`src/rtl/serial_frame_pkg.sv`:
```
// Shared definitions for the serial frame deserializer: FSM state codes and line levels.
package serial_frame_pkg;

  localparam logic [1:0] ST_IDLE = 2'd0;
  localparam logic [1:0] ST_DATA = 2'd1;
  localparam logic [1:0] ST_STOP = 2'd2;
  localparam logic [1:0] ST_PAR  = 2'd3;

  localparam logic IDLE_LVL  = 1'b1;
  localparam logic START_LVL = 1'b0;

endpackage

```
`src/rtl/serial_frame_deser_if.sv`:
```
// Output word handshake plus error pulses of the serial frame deserializer.
interface serial_frame_deser_if #(
  parameter int WIDTH = 8
);

  logic [WIDTH-1:0] q_data;
  logic             q_valid;
  logic             q_ready;
  logic             frame_err;
  logic             overrun;
  logic             par_err;

  modport master (
    output q_data,
    output q_valid,
    input  q_ready,
    output frame_err,
    output overrun,
    output par_err
  );

  modport slave (
    input  q_data,
    input  q_valid,
    output q_ready,
    input  frame_err,
    input  overrun,
    input  par_err
  );

endinterface

```
`src/rtl/serial_frame_outbuf.sv`:
```
// One-entry valid/ready holding register; a load into a full, unaccepted entry is dropped
// and reported as a one-cycle overrun pulse.
module serial_frame_outbuf #(
  parameter int WIDTH = 8
) (
  input  logic             clk,
  input  logic             rst,
  input  logic             load,
  input  logic [WIDTH-1:0] ld_data,
  input  logic             q_ready,
  output logic [WIDTH-1:0] q_data,
  output logic             q_valid,
  output logic             overrun
);

  logic xfer;

  assign xfer = q_valid && q_ready;

  always_ff @(posedge clk) begin
    if (rst) begin
      q_data  <= '0;
      q_valid <= 1'b0;
      overrun <= 1'b0;
    end else begin
      overrun <= 1'b0;
      if (load) begin
        // An empty entry or one being drained this cycle can take the new word.
        if (!q_valid || xfer) begin
          q_data  <= ld_data;
          q_valid <= 1'b1;
        end else begin
          overrun <= 1'b1;
        end
      end else if (xfer) begin
        q_valid <= 1'b0;
      end
    end
  end

endmodule

```
`src/rtl/serial_frame_deser.sv`:
```
// Serial frame deserializer: start bit, WIDTH data bits LSB first, optional even parity
// bit (SERIAL_FRAME_PARITY_CHECK_EN), stop bit; good words go to a one-entry output buffer.
module serial_frame_deser
  import serial_frame_pkg::*;
#(
  parameter int WIDTH = 8
) (
  input  logic                 clk,
  input  logic                 rst,
  input  logic                 d,
  serial_frame_deser_if.master q_if
);

  localparam int CNT_W = (WIDTH > 1) ? $clog2(WIDTH) : 1;
  localparam logic [CNT_W-1:0] LAST_BIT = CNT_W'(WIDTH - 1);

  logic [1:0]       state;
  logic [CNT_W-1:0] bit_cnt;
  logic [WIDTH-1:0] shreg;
  logic             load_req;
  logic             frame_err_r;

`ifdef SERIAL_FRAME_PARITY_CHECK_EN
  logic             par_bit;
  logic             par_err_r;
`endif

  always_ff @(posedge clk) begin
    if (rst) begin
      state       <= ST_IDLE;
      bit_cnt     <= '0;
      shreg       <= '0;
      load_req    <= 1'b0;
      frame_err_r <= 1'b0;
`ifdef SERIAL_FRAME_PARITY_CHECK_EN
      par_bit     <= 1'b0;
      par_err_r   <= 1'b0;
`endif
    end else begin
      load_req    <= 1'b0;
      frame_err_r <= 1'b0;
`ifdef SERIAL_FRAME_PARITY_CHECK_EN
      par_err_r   <= 1'b0;
`endif
      case (state)
        ST_IDLE: begin
          if (d == START_LVL) begin
            state   <= ST_DATA;
            bit_cnt <= '0;
          end
        end
        ST_DATA: begin
          shreg   <= {d, shreg[WIDTH-1:1]};
          bit_cnt <= bit_cnt + 1'b1;
          if (bit_cnt == LAST_BIT) begin
`ifdef SERIAL_FRAME_PARITY_CHECK_EN
            state <= ST_PAR;
`else
            state <= ST_STOP;
`endif
          end
        end
`ifdef SERIAL_FRAME_PARITY_CHECK_EN
        ST_PAR: begin
          par_bit <= d;
          state   <= ST_STOP;
        end
`endif
        ST_STOP: begin
          state <= ST_IDLE;
          // A bad stop bit wins over any parity result; the word is discarded either way.
          if (d == IDLE_LVL) begin
`ifdef SERIAL_FRAME_PARITY_CHECK_EN
            if (((^shreg) ^ par_bit) != 1'b0) begin
              par_err_r <= 1'b1;
            end else begin
              load_req <= 1'b1;
            end
`else
            load_req <= 1'b1;
`endif
          end else begin
            frame_err_r <= 1'b1;
          end
        end
        default: state <= ST_IDLE;
      endcase
    end
  end

  // shreg is untouched between the stop edge and the load edge, so it feeds the buffer directly.
  serial_frame_outbuf #(
    .WIDTH (WIDTH)
  ) u_outbuf (
    .clk     (clk),
    .rst     (rst),
    .load    (load_req),
    .ld_data (shreg),
    .q_ready (q_if.q_ready),
    .q_data  (q_if.q_data),
    .q_valid (q_if.q_valid),
    .overrun (q_if.overrun)
  );

  assign q_if.frame_err = frame_err_r;

`ifdef SERIAL_FRAME_PARITY_CHECK_EN
  assign q_if.par_err = par_err_r;
`else
  assign q_if.par_err = 1'b0;
`endif

endmodule

```
`src/flat_wrapper.sv`:
```
// flat-port wrapper written by rule: the top's interface ports become plain ports
module serial_frame_deser_flat import serial_frame_pkg::*;
#(
  parameter int WIDTH = 8
)
  (clk, rst, d, q_if_q_data, q_if_q_valid, q_if_q_ready, q_if_frame_err, q_if_overrun, q_if_par_err);
  serial_frame_deser_if #(.WIDTH(WIDTH)) q_if_i ();
  input  logic clk;
  input  logic rst;
  input  logic d;
  output wire logic [$bits(q_if_i.q_data)-1:0] q_if_q_data;
  output wire logic [$bits(q_if_i.q_valid)-1:0] q_if_q_valid;
  input wire logic [$bits(q_if_i.q_ready)-1:0] q_if_q_ready;
  output wire logic [$bits(q_if_i.frame_err)-1:0] q_if_frame_err;
  output wire logic [$bits(q_if_i.overrun)-1:0] q_if_overrun;
  output wire logic [$bits(q_if_i.par_err)-1:0] q_if_par_err;
  assign q_if_q_data = q_if_i.q_data;
  assign q_if_q_valid = q_if_i.q_valid;
  assign q_if_i.q_ready = q_if_q_ready;
  assign q_if_frame_err = q_if_i.frame_err;
  assign q_if_overrun = q_if_i.overrun;
  assign q_if_par_err = q_if_i.par_err;
  serial_frame_deser #(.WIDTH(WIDTH)) u_core (.clk(clk), .rst(rst), .d(d), .q_if(q_if_i));
endmodule
```
`config.mk`:
```
export PLATFORM = sky130hd
export DESIGN_NAME = serial_frame_deser_flat
export DESIGN_NICKNAME = d
export VERILOG_FILES = /design/src/rtl/serial_frame_pkg.sv /design/src/rtl/serial_frame_deser_if.sv /design/src/rtl/serial_frame_outbuf.sv /design/src/rtl/serial_frame_deser.sv /design/src/flat_wrapper.sv
export SDC_FILE = /design/constraint.sdc
export NUM_CORES = 1
export LEC_CHECK = 0
export BUFFER_PORTS_ARGS = -buffer_cell sky130_fd_sc_hd__clkbuf_2
export CAP_MARGIN = 5
export CORE_UTILIZATION = 48
export DETAILED_ROUTE_END_ITERATION = 8
export PLACE_DENSITY = 0.71
export RECOVER_POWER = 25
export SLEW_MARGIN = 20
export SYNTH_ARGS = -nofsm -noshare
export SYNTH_HDL_FRONTEND = slang
export SYNTH_SLANG_ARGS = --single-unit
```
`constraint.sdc`:
```
create_clock -name clk -period 1.13 [get_ports clk]
set_input_delay 0.226 -clock clk [delete_from_list [all_inputs] [get_ports clk]]
set_output_delay 0.226 -clock clk [all_outputs]
set_load 0.02 [all_outputs]
```
==> results.py, run 1 <==
metrics = {
    "power": {
        "seq_power_share": 0.663,
        "p_switching_mw": 0.290,
        "worst_ir_drop_vdd_uv": 784,
        "internal_power_mw": 1.07,
        "clock_power_share": 0.275,
        "power_density_nw_per_um2": 1200,
        "comb_power_share": 0.062,
        "p_leak_nw": 0.423,
        "sw_frac_of_total": 0.214,
    },
    "place": {
        "dpl-instance-area_um2": 1090,
        "preCtsSetupSlack_ns": -0.0292,
        "io_buffer_count": 14,
        "gp_congestion": 0.724,
        "hpwl_um": 1030,
        "dp_cells": 144,
    },
    "routing": {
        "viasPerCell": 4.82,
        "drt_first_pass_iters": 4,
        "drc": 0,
        "ant_nets": 0,
        "drt-total-wl_um": 1480,
        "drt_iter0_markers": 10,
        "vias": 718,
        "wl_per_cell_um": 9.95,
    },
    "setup_path": {
        "reg2reg_from": "u_core.bit_cnt[0]",
        "critPathMaxFanout": 2,
        "crit_slowest_cell": "dfxtp_2",
        "path_class": "register to register",
        "arrival_ns": 1.30,
        "start_kind": "register",
        "required_ns": 1.34,
        "cp-end-kind": "register",
        "cp-startpoint": "u_core.bit_cnt[0]",
        "crit_chain": "ha_1, ha_2, a2111oi_2",
        "cpPeakStageDelay_ns": 0.34,
    },
    "logic_synthesis": {
        "ys_ff_latch": 25,
        "yosysSeqAreaShare": 0.508,
        "synth.avg_cell_area_um2": 9.48,
        "synth_nets": 110,
        "synthesis.area_um2": 986,
        "synthDistinctLibCells": 20,
        "synthCells": 104,
        "ys_warn_count": 0,
    },
    "finish": {
        "fillCellCount": 194,
        "final_area_um2": 1130,
        "nets": 129,
        "diodes": 0,
        "drive_gt1_frac": 0.238,
        "area.growth.synth_to_final_pct": 15.1,
        "regArea_um2": 503,
        "layout_commonest_cell": "dfxtp_1",
        "multi_input_area_um2": 445,
        "fin_cells": 149,
        "final_cell_mix": "23 x dfxtp_1, 18 x nand2_1, 17 x nand2b_1, 14 x clkbuf_2, 12 x a21oi_1",
    },
    "die": {
        "start_util": 0.508,
        "die_y_um": 47.3,
        "pin_count": 16,
        "die_area_um2": 2240,
        "die_x_um": 47.3,
        "placementRows": 16,
        "core-area_um2": 1940,
    },
    "timing": {
        "setup_viol": 0,
        "period_needed_ns": 1.09,
        "finalMaxSlewViolations": 0,
        "setup_tns_ns": 0,
        "fin_crit_sh": 0.966,
        "finalWorstSetupSlack_ns": 0.0384,
        "fmax_mhz": 916,
        "final-hold-violation-count": 0,
        "fin_skew_ns": 0.00362,
        "rsz0062_at_grt": "yes",
    },
    "worst_hold_path": {
        "worstHoldStart": "q_if_q_ready",
        "hp-class": "input port to register",
    },
    "cts": {
        "cts_inserted_buffers": 3,
        "cts_root_buf": "clkbuf_4",
        "cts.sinks": 25,
        "holdBufCountCts": 0,
        "htreeDepth": 1,
        "clk_pin_slew_worst_paths_ns": 0.12,
        "cts.path.max_buffers": 2,
        "insertion_delay_ns": 0.30,
        "cts_tree": "done",
    },
    "run_status": {
        "outcome": "complete, no violations",
    },
    "grt": {
        "overflow": 0,
        "grt_pass1_vias": 568,
        "grt_max_degree": 31,
        "antenna_found_initial": 0,
        "grt_usage": 0.145,
        "grt_pass1_wl_um": 2270,
    },
    "run": {
        "maxCapViolations": 0,
    },
}
-- path summary, 6_finish.rpt --
| kind | to | slack, ns | cells past startpoint |
|---|---|---|---|
| hold reg to reg | u_core.shreg[0] | 0.47 | 2 |
| setup / recovery | u_core.state[0] | 0.04 | 3 |
| hold / removal | u_core.u_outbuf.overrun | 0.09 | 2 |
| setup reg to reg | u_core.state[0] | 0.04 | 3 |
-- power by group through the flow --
stage	combinational, mW	sequential (mW)	clock [mW]
after floorplan	0.0610	0.917	0
after global placement	0.0784	0.918	0
after detailed placement	0.0812	0.919	0
after CTS	0.0810	0.900	0.400
after global routing	0.0947	0.901	0.435
final	0.0846	0.900	0.373
-- cells in the mapped netlist --
cell type   n  share of area
a21boi_0    1         0.0076
nor4b_1     1         0.0089
nor4bb_1    2          0.020
o21ai_0     3          0.015
conb_1      1         0.0038
mux2i_1     8          0.081
a2111oi_2   1          0.015
clkbuf_1    1         0.0038
ha_1        2          0.025
a21oi_1    12          0.061
and2b_1     1         0.0076
nand2_1    18          0.069
buf_2       3          0.015
nand2b_1   18           0.11
buf_4       3          0.023
nor3b_1     1         0.0076
nor2b_1     1         0.0063
dfxtp_1    25           0.51
inv_1       1         0.0038
nor2_1      1         0.0038
-- sequential cells by signal (all words and copies together) (netlist names) --
register                 cells
u_core.q_if.frame_err        1
u_core.load_req              1
u_core.state                 2
u_core.u_outbuf.overrun      1
u_core.u_outbuf.q_data       8
u_core.u_outbuf.q_valid      1
u_core.bit_cnt               3
u_core.shreg                 8
-- cells by family after synthesis --
family | Yosys count | synth area share
simple gates | 43 | 0.237
flops | 25 | 0.508
compound gates | 17 | 0.0990
buf+inv | 8 | 0.0457
mux | 8 | 0.0812
fa+ha+maj | 2 | 0.0254
other cells | 1 | 0.00380
-- worst max-delay path: cells and delay by family, from the launching register on --
family,cells,cell delay [ns]
adders and majority gates,2,0.38
AOI/OAI and AO/OA,1,0.28
DFF,1,0.34
-- metrics by stage --
stage	util	power, mW	hold WS, ns
final	0.584	1.36	0.0874
after global routing	0.584	1.43	0.0626
after CTS	0.579	1.38	0.0718
after detailed placement	0.563	1.00	0.414
after global placement	0.563	0.997	0.408
after floorplan	-	0.978	0.303
-- area by class of cell --
type	instances	area share
sequential	25	0.443
multi-input combinational	71	0.393
timing repair buffer	21	0.108
tap	27	0.0298
clock buffer	4	0.0232
inverter	1	0.00331
-- timing repair --
action / 4_1_cts / 5_1_grt
setup endpoints to repair: 1 / 5
pin swaps: 1 / 0
resized for setup: 2 / 2
buffers inserted: 0 / 1
hold endpoints to repair: 0 / 0
-- metal layers --
metal  vias up  GRT usage  part of all wire
met5         -          0                 0
met1       331      0.165              0.48
met2         9      0.263              0.48
li1        376          -                 -
met4         0     0.0514            0.0061
met3         2     0.0346             0.028
Note: power is estimated with default switching activity, not from simulation.
==> run 2: changes to the inputs <==
==> constraint.sdc (replaced) <==
create_clock -name clk -period 1.13 [get_ports clk]
set_input_delay 0.113 -clock clk [delete_from_list [all_inputs] [get_ports clk]]
set_output_delay 0.113 -clock clk [all_outputs]
set_load 0.02 [all_outputs]
==> results.py, run 2 (synthesis results as in run 1) <==
metrics = {
    "run_status": {
        "outcome": "complete, no violations",
    },
    "setup_path": {
        "critPathMaxFanout": 3,
        "path_class": "register to register",
        "r2r_slack_ns": 0.01,
        "crit_slowest_cell": "dfxtp_2",
        "crit_buf_inv": 0,
        "arrival_ns": 1.33,
        "start_kind": "register",
        "cpPeakStageDelay_ns": 0.35,
        "cp-end-kind": "register",
        "crit_chain": "ha_1, ha_2, a2111oi_2",
        "cpLargestDelayFamily": "adder cells",
        "required_ns": 1.34,
    },
    "grt": {
        "grt_pass1_vias": 581,
        "grt_pass1_wl_um": 2420,
        "antenna_found_initial": 0,
        "grt_usage": 0.152,
        "overflow": 0,
        "grt_max_degree": 34,
    },
    "routing": {
        "routed.top_layer": "met4",
        "vias": 729,
        "drt-total-wl_um": 1530,
        "met3WireLength_um": 48,
        "viasPerCell": 4.93,
        "wl_per_cell_um": 10.3,
        "ant_nets": 0,
        "wirelength_met1_um": 748,
        "drt_first_pass_iters": 4,
        "met2_wirelength_um": 721,
        "drc": 0,
        "drt_iter0_markers": 37,
    },
    "finish": {
        "final_cell_mix": "24 x dfxtp_1, 18 x nand2_1, 17 x nand2b_1, 12 x a21oi_1, 10 x clkbuf_2",
        "layout_commonest_cell": "dfxtp_1",
        "area.growth.synth_to_final_pct": 14.6,
        "nets": 128,
        "fillCellCount": 193,
        "final_area_um2": 1130,
        "finish.utilization": 0.582,
        "regArea_um2": 502,
        "diodes": 0,
        "multi_input_area_um2": 448,
        "drive_gt1_frac": 0.190,
        "reg_top3": "u_core.shreg: 8 flops, u_core.u_outbuf.q_data: 8 flops, u_core.bit_cnt: 3 flops",
    },
    "die": {
        "die_x_um": 47.3,
        "core-area_um2": 1940,
        "placementRows": 16,
        "start_util": 0.508,
        "die_area_um2": 2240,
        "die_y_um": 47.3,
        "pin_count": 16,
    },
    "power": {
        "sw_frac_of_total": 0.231,
        "seq_power_share": 0.654,
        "internal_power_mw": 1.06,
        "fin_total_pwr_mw": 1.38,
        "clock_power_share": 0.286,
        "p_switching_mw": 0.318,
        "comb_power_share": 0.060,
        "worst_ir_drop_vdd_uv": 924,
        "p_leak_nw": 0.408,
        "power_density_nw_per_um2": 1220,
    },
    "timing": {
        "tightest_slew_ns": 0.530,
        "slew_headroom": 0.647,
        "fin_skew_ns": 0.0107,
        "final-hold-violation-count": 0,
        "finalWorstSetupSlack_ns": 0.0115,
        "rsz0062_at_grt": "yes",
        "fin_crit_sh": 0.990,
        "period_needed_ns": 1.12,
        "finalMaxSlewViolations": 0,
        "hold_slack_ns": 0.126,
        "fmax_mhz": 894,
        "setup_viol": 0,
    },
    "cts": {
        "post_cts_buffers": 0,
        "cts_tree": "done",
        "cts_inserted_buffers": 3,
        "insertion_delay_ns": 0.31,
        "cts.path.max_buffers": 2,
        "cts.sinks": 25,
        "clk_pin_slew_worst_paths_ns": 0.13,
        "htreeDepth": 1,
        "cts_root_buf": "clkbuf_4",
    },
    "place": {
        "io_buffer_count": 14,
        "dpl-instance-area_um2": 1080,
        "gp_congestion": 0.724,
        "preCtsSetupSlack_ns": -0.0499,
        "hpwl_um": 1050,
    },
    "worst_hold_path": {
        "hp-class": "input port to register",
    },
    "run": {
        "maxCapViolations": 0,
    },
}
## run 2: changes by cell type in the layout (fill, tap and decap cells not counted), sizes merged
cell,delta
clkbuf,-1
buf,-3
clkinv,+1
dlygate4sd3,+2
## run 2: area by class of cell
type,instances,area share
inverter,1,0.00332
timing repair buffer,20,0.102
clock inverter,1,0.00443
sequential,25,0.444
tap,27,0.0299
multi-input combinational,71,0.396
clock buffer,3,0.0199
## run 2: power groups by stage
stage / clock network (mW) / registers [mW] / logic (mW)
floorplan: 0 / 0.917 / 0.0610
global placement: 0 / 0.919 / 0.0738
detailed placement: 0 / 0.920 / 0.0757
CTS: 0.409 / 0.901 / 0.0811
global route: 0.448 / 0.903 / 0.0921
finish: 0.394 / 0.902 / 0.0820
## run 2: routing by layer
metal	vias to the layer above	track usage
li1	375	-
met5	-	0
met3	2	0.0346
met4	0	0.0514
met1	337	0.211
met2	15	0.233
## run 2: worst paths after layout
check	startpoint	endpoint	cells after the start
worst max-delay path	u_core.bit_cnt[0]	u_core.state[0]	3
worst min-delay path	q_if_q_ready	u_core.u_outbuf.q_valid	4
worst max register to register	u_core.bit_cnt[0]	u_core.state[0]	3
worst min register to register	u_core.shreg[6]	u_core.shreg[5]	2
## run 2: timing repair
action	4_1_cts	5_1_grt
setup endpoints to repair	1	11
endpoints found under the hold margin	2	0
resized for setup	2	3
hold buffers	2	0
pin swaps	1	0
## run 2: worst min-delay path: cells and delay by family
family | cells | cell delay [ns]
simple gates | 1 | 0.08
compound gates | 1 | 0.06
buf+inv | 2 | 0.15
## run 2: stage by stage
stage                     setup TNS [ns]  cells
final                                  0    148
after CTS                              0    148
after detailed placement         -0.0499    142
after floorplan                        0    104
after global routing              -0.143    148
after global placement                 0    142
